==> src/rtl/regfile_mp_pkg.sv <==
// Shared types and default geometry for the multi-port register file.
package regfile_mp_pkg;

  localparam int unsigned REGFILE_WIDTH = 32;
  localparam int unsigned REGFILE_DEPTH = 32;

  typedef enum logic {
    IDLE  = 1'b0,
    CLEAR = 1'b1
  } state_e;

endpackage

==> src/rtl/regfile_array.sv <==
// Register storage: one synchronous write port, two asynchronous read ports.
// Contents are never reset; out-of-range read addresses return zero.
module regfile_array
  import regfile_mp_pkg::*;
#(
  parameter int unsigned WIDTH = REGFILE_WIDTH,
  parameter int unsigned DEPTH = REGFILE_DEPTH,
  parameter int unsigned AW    = $clog2(DEPTH)
) (
  input  logic             clk,
  input  logic             we_i,
  input  logic [AW-1:0]    waddr_i,
  input  logic [WIDTH-1:0] wdata_i,
  input  logic [AW-1:0]    raddr1_i,
  input  logic [AW-1:0]    raddr2_i,
  output logic [WIDTH-1:0] rdata1_o,
  output logic [WIDTH-1:0] rdata2_o
);

  logic [WIDTH-1:0] mem_q [DEPTH];

  // The owner only asserts we_i with an in-range address.
  always_ff @(posedge clk) begin
    if (we_i) begin
      mem_q[waddr_i] <= wdata_i;
    end
  end

  assign rdata1_o = (32'(raddr1_i) < DEPTH) ? mem_q[raddr1_i] : '0;
  assign rdata2_o = (32'(raddr2_i) < DEPTH) ? mem_q[raddr2_i] : '0;

endmodule

==> src/rtl/regfile_mp.sv <==
// Two-read/one-write register file with a zero register, optional write
// forwarding and a sequential clear sweep that also runs out of reset.
module regfile_mp
  import regfile_mp_pkg::*;
#(
  parameter int unsigned WIDTH    = REGFILE_WIDTH,
  parameter int unsigned DEPTH    = REGFILE_DEPTH,
  parameter int unsigned AW       = $clog2(DEPTH),
  parameter bit          ZERO_REG = 1'b1,
  parameter bit          BYPASS   = 1'b1
) (
  input  logic             clk,
  input  logic             reset_in,
  input  logic             clear_in,
  input  logic             wen_in,
  input  logic [AW-1:0]    waddr_in,
  input  logic [WIDTH-1:0] wdata_in,
  output logic             wready_out,
  input  logic             ren1_in,
  input  logic [AW-1:0]    raddr1_in,
  input  logic             ren2_in,
  input  logic [AW-1:0]    raddr2_in,
  output logic [WIDTH-1:0] rdata1_out,
  output logic [WIDTH-1:0] rdata2_out,
  output logic             busy_out
);

  localparam logic [AW-1:0] LAST_ADDR = AW'(DEPTH - 1);

  state_e           state_q;
  logic [AW-1:0]    clr_ptr_q;
  logic [WIDTH-1:0] rdata1_q, rdata1_d;
  logic [WIDTH-1:0] rdata2_q, rdata2_d;

  logic             busy_c;
  logic             wr_acc_c;
  logic             arr_we;
  logic [AW-1:0]    arr_waddr;
  logic [WIDTH-1:0] arr_wdata;
  logic [WIDTH-1:0] mem1, mem2;

  // Address names a real, writable/readable register (not the hard zero).
  function automatic logic addr_ok(input logic [AW-1:0] a);
    return (32'(a) < DEPTH) && !(ZERO_REG && (a == '0));
  endfunction

  function automatic logic [WIDTH-1:0] read_val(
    input logic             busy,
    input logic             wacc,
    input logic [AW-1:0]    wa,
    input logic [WIDTH-1:0] wd,
    input logic [AW-1:0]    ra,
    input logic [WIDTH-1:0] stored
  );
    if (busy || !addr_ok(ra)) begin
      return '0;
    end
    if (BYPASS && wacc && (wa == ra)) begin
      return wd;
    end
    return stored;
  endfunction

  assign busy_c     = (state_q == CLEAR);
  assign wr_acc_c   = !busy_c && wen_in && addr_ok(waddr_in);
  assign busy_out   = busy_c;
  assign wready_out = !busy_c;
  assign rdata1_out = rdata1_q;
  assign rdata2_out = rdata2_q;

  regfile_array #(
    .WIDTH (WIDTH),
    .DEPTH (DEPTH),
    .AW    (AW)
  ) u_array (
    .clk      (clk),
    .we_i     (arr_we),
    .waddr_i  (arr_waddr),
    .wdata_i  (arr_wdata),
    .raddr1_i (raddr1_in),
    .raddr2_i (raddr2_in),
    .rdata1_o (mem1),
    .rdata2_o (mem2)
  );

  // Array write mux (sweep owns the port while busy) and read-data next values.
  always_comb begin
    arr_we    = wr_acc_c;
    arr_waddr = waddr_in;
    arr_wdata = wdata_in;
    rdata1_d  = rdata1_q;
    rdata2_d  = rdata2_q;
    if (busy_c) begin
      arr_we    = 1'b1;
      arr_waddr = clr_ptr_q;
      arr_wdata = '0;
    end
    if (ren1_in) begin
      rdata1_d = read_val(busy_c, wr_acc_c, waddr_in, wdata_in, raddr1_in, mem1);
    end
    if (ren2_in) begin
      rdata2_d = read_val(busy_c, wr_acc_c, waddr_in, wdata_in, raddr2_in, mem2);
    end
  end

  always_ff @(posedge clk or posedge reset_in) begin
    if (reset_in) begin
      state_q   <= CLEAR;
      clr_ptr_q <= '0;
      rdata1_q  <= '0;
      rdata2_q  <= '0;
    end else begin
      rdata1_q <= rdata1_d;
      rdata2_q <= rdata2_d;
      case (state_q)
        IDLE: begin
          if (clear_in) begin
            state_q   <= CLEAR;
            clr_ptr_q <= '0;
          end
        end
        CLEAR: begin
          if (clr_ptr_q == LAST_ADDR) begin
            state_q <= IDLE;
          end else begin
            clr_ptr_q <= clr_ptr_q + AW'(1);
          end
        end
      endcase
    end
  end

endmodule

==> config.mk <==
export PLATFORM = sky130hd
export DESIGN_NAME = regfile_mp
export DESIGN_NICKNAME = d
export VERILOG_FILES = /design/src/rtl/regfile_mp_pkg.sv /design/src/rtl/regfile_array.sv /design/src/rtl/regfile_mp.sv
export SDC_FILE = /design/constraint.sdc
export NUM_CORES = 1
export LEC_CHECK = 0
export CAP_MARGIN = 20
export CORE_AREA = 2 2 378 305
export CTS_CLUSTER_DIAMETER = 150
export DETAILED_ROUTE_END_ITERATION = 10
export DIE_AREA = 0 0 380 307
export PLACE_DENSITY = 0.68
export SLEW_MARGIN = 15
export SYNTH_ARGS = -nofsm -noshare
export SYNTH_HDL_FRONTEND = slang
export SYNTH_SLANG_ARGS = --single-unit
==> constraint.sdc <==
create_clock -name clk -period 4.48 [get_ports clk]
set_clock_uncertainty 0.2 [all_clocks]
set_input_delay 0.672 -clock clk [delete_from_list [all_inputs] [get_ports clk]]
set_output_delay 0.672 -clock clk [all_outputs]
set_load 0.005 [all_outputs]
==> metrics.md <==
| Metric | Value |
|---|---|
| Largest cells by area after synthesis | edfxtp_1 61%, mux4_2 17%, mux2i_1 5.1% |
| Async SR Flop Fraction | 0.06399 |
| Fillers | 8,921 |
| DR DRC count | 0 |
| Number of max-cap violations | 0 |
| Crit Path Category | register to register |
| First-pass GRT wire length | 224,300 um |
| CTS Buf Count | 108 |
| CTS tree | built |
| CP max-delay cell | nor2_4 |
| Clk slew on worst S/H paths | 0.06 ns |
| Tcrit/Tclk final | 0.8079 |
| Hold buffers post-CTS | 0 |
| Startpoint Class | register |
| Antenna violations before repair | 2 |
| Seq/Total Area, Yosys | 0.6437 |
| Routed Antenna Nets | 0 |
| Post-synth EDFFs | 1,024 |
| WP data required | 4.64 ns |
| Top_reg_cell synth | edfxtp_1 |
| Total global routing track utilization | 0.2653 |
| Setup bufs post-CTS | 0 |
| Clock Sinks | 1,094 |
| Placer Congestion | 0.8962 |
| Critical-path cell list | inv_1, o31a_1, nor2_4, buf_4 |
| Top-area cell type share of the netlist area | 0.6090 |
| Final min period | 3.620 ns |
| Post-cts resize count | 0 |
| Drt wl/cell | 34.61 um |
| Hold Violations, Final | 0 |
| Leakage | 0.01955 uW |
| Synth Net Count | 2,823 |
| I/O Buffers | 118 |
| Vias in the first global route | 31,610 |
| Gate Count Post-Synth | 2,768 |
| Root buffer cell | clkbuf_16 |
| Die area | 116,700 um^2 |
| Antenna diode count | 0 |
| Die Y | 307 um |
| Area growth from synthesis to layout | 14.90% |
| Die width | 380 um |
| Fin nets | 2,961 |
| Largest net degree at the start of global routing | 120 |
| Row Count | 111 |
| Max IR drop VDD | 348.3 uV |
| Routed vias/inst | 6.889 |
| WP data arrival | 3.78 ns |
| Most common cell after layout, fill and taps aside | edfxtp_1 |
| Cell taking the most area after synthesis | edfxtp_1 |
| Max Fclk | 276.3 MHz |
| Fraction of layout cells with a size suffix above 1 | 0.2525 |
| Io pins | 119 |
| FF+latch count, synth | 1,094 |
| Core footprint | 113,300 um^2 |
| Setup TNS | 0 ns |
| Finished Layout Cells | 4,523 |
| Worst-Skew Late Latency | 0.70 ns |
| Worst setup EP type | register |
| Final Setup Violations | 0 |
| Post-synthesis cell area | 50,490 um^2 |
| Relative slew slack | 0.2377 |
| Slew Limit Fails | 0 |
| Critical Path Fanout Max | 21 |
| DR vias | 31,160 |
| Hold Path Class | primary input to asynchronous set/reset pin |
| Average size of a mapped cell | 18.24 um^2 |
| Netlist cell types | 46 |
| Placed cell count | 4,319 |
| Initial Utilization | 0.4455 |
| Leading cell types in the layout, fill and taps excluded | 1,024 x edfxtp_1, 384 x mux4_2, 259 x mux2i_1 |
| Pwr Density | 471.1 nW/um^2 |
| HPWL after DPL | 92,690 um |
| RSZ-0062 raised after global routing | no |
| Depth of the CTS H-tree | 3 |
| Final WL | 156,500 um |
| Critical path's largest stage delay | 0.91 ns |
| 1st-iter DRT viols | 4,280 |
| Synth warn | 0 |
| Status | complete, no violations |
| Worst-margin pin slew | 1.140 ns |
| Max clock buf depth | 3 |
| DR pass1 iterations | 6 |
| GRT Residual Overflow | 0 |
==> sequential cells by signal, summed over array words and instances, names as in the netlist <==
name,count
clr_ptr_q,5
u_array.mem_q,1024
rdata1_out,32
busy_out,1
rdata2_out,32
==> area by class of cell <==
cell class | instances | area [um^2] | area share
clock buffers | 139 | 2910 | 0.05017
clock inverters | 63 | 661.9 | 0.01141
inverters | 8 | 31.28 | 0.0005392
multi-input cells | 1437 | 17200 | 0.2965
flip-flops and latches | 1094 | 32500 | 0.5603
well taps | 1525 | 1908 | 0.03289
repair buffers | 257 | 2800 | 0.04827
==> cells by family after synthesis <==
| kind of cell | share of synthesized area |
|---|---|
| DFF | 0.6437 |
| and+or+nand+nor | 0.01953 |
| buffers and inverters | 0.02315 |
| AOI/OAI and AO/OA | 0.08797 |
| muxes | 0.2229 |
| xor gates and xnor gates | 0.002255 |
| adders and majority gates | 0.0004955 |
==> worst max-delay path: cells and delay by family (launching register included) <==
family          cells  cell delay, ns
buf+inv             2            0.73
simple gates        1            0.91
flops               1            0.76
compound gates      1            0.66
==> where the power goes <==
group / internal [uW] / leakage, uW / switching [uW]
Combinational: 1720 / 0.00730 / 3040
Clock: 5240 / 0.00176 / 3950
Sequential: 12800 / 0.0105 / 604
Total: 19700 / 0.0196 / 7590
==> per-layer routing <==
layer  global-route usage  vias to the layer above  share of wire
met4              0.09635                        2          0.037
met2               0.4260                     2155           0.48
met3              0.05847                      392           0.10
met1               0.3582                    16410           0.38
li1                     -                    12210              -
met5                    0                        -       0.000083
==> synth_stat cells (2+ instances only) <==
| library cell | number |
|---|---|
| nor3b_1 | 2 |
| ha_1 | 2 |
| o31ai_1 | 3 |
| a22oi_1 | 192 |
| nor2_1 | 39 |
| o21ai_1 | 3 |
| edfxtp_1 | 1024 |
| and3_1 | 2 |
| a2111o_1 | 64 |
| nor2b_1 | 101 |
| o22ai_1 | 3 |
| o21ai_0 | 65 |
| buf_1 | 18 |
| inv_1 | 7 |
| a21oi_1 | 129 |
| buf_2 | 72 |
| mux4_2 | 384 |
| mux2i_1 | 259 |
| nor3_1 | 2 |
| nand3_1 | 3 |
| xnor2_1 | 13 |
| buf_6 | 21 |
| dfrtp_1 | 69 |
| clkbuf_1 | 109 |
| nand2_1 | 17 |
| or3_1 | 3 |
| buf_4 | 8 |
| o2111ai_1 | 3 |
| nand4b_1 | 2 |
| a31oi_1 | 3 |
| and2_1 | 4 |
| a221oi_1 | 128 |
==> metrics by stage <==
| step | power (uW) | hold slack [ns] | cell area (um^2) | util | setup WS, ns |
|---|---|---|---|---|---|
| 2_1_floorplan | 15930 | 0.3752 | 50490 | - | 1.006 |
| 3_3_place_gp | 18030 | 0.4007 | 54400 | 0.4801 | 0.5957 |
| 3_5_place_dp | 18260 | 0.4013 | 54420 | 0.4802 | 0.6683 |
| 4_1_cts | 27360 | 0.2467 | 58000 | 0.5117 | 0.9108 |
| 5_1_grt | 28090 | 0.2632 | 58010 | 0.5119 | 0.7683 |
| 6_report | 27330 | 0.2448 | 58010 | 0.5119 | 0.8604 |
==> final timing paths <==
| check | startpoint | end | depth (start not counted) | slack [ns] |
|---|---|---|---|---|
| min in group clk | rdata2_out[27] | rdata2_out[27] | 2 | 0.41 |
| min reg2reg | rdata2_out[27] | rdata2_out[27] | 2 | 0.41 |
| max in group asynchronous | reset_in | rdata2_out[27] | 3 | 2.81 |
| max reg2reg | busy_out | u_array.mem_q[24][27] | 4 | 0.86 |
| min | reset_in | rdata1_out[17] | 2 | 0.24 |
| max | busy_out | u_array.mem_q[24][27] | 4 | 0.86 |
(Power assumes the default switching activity.)
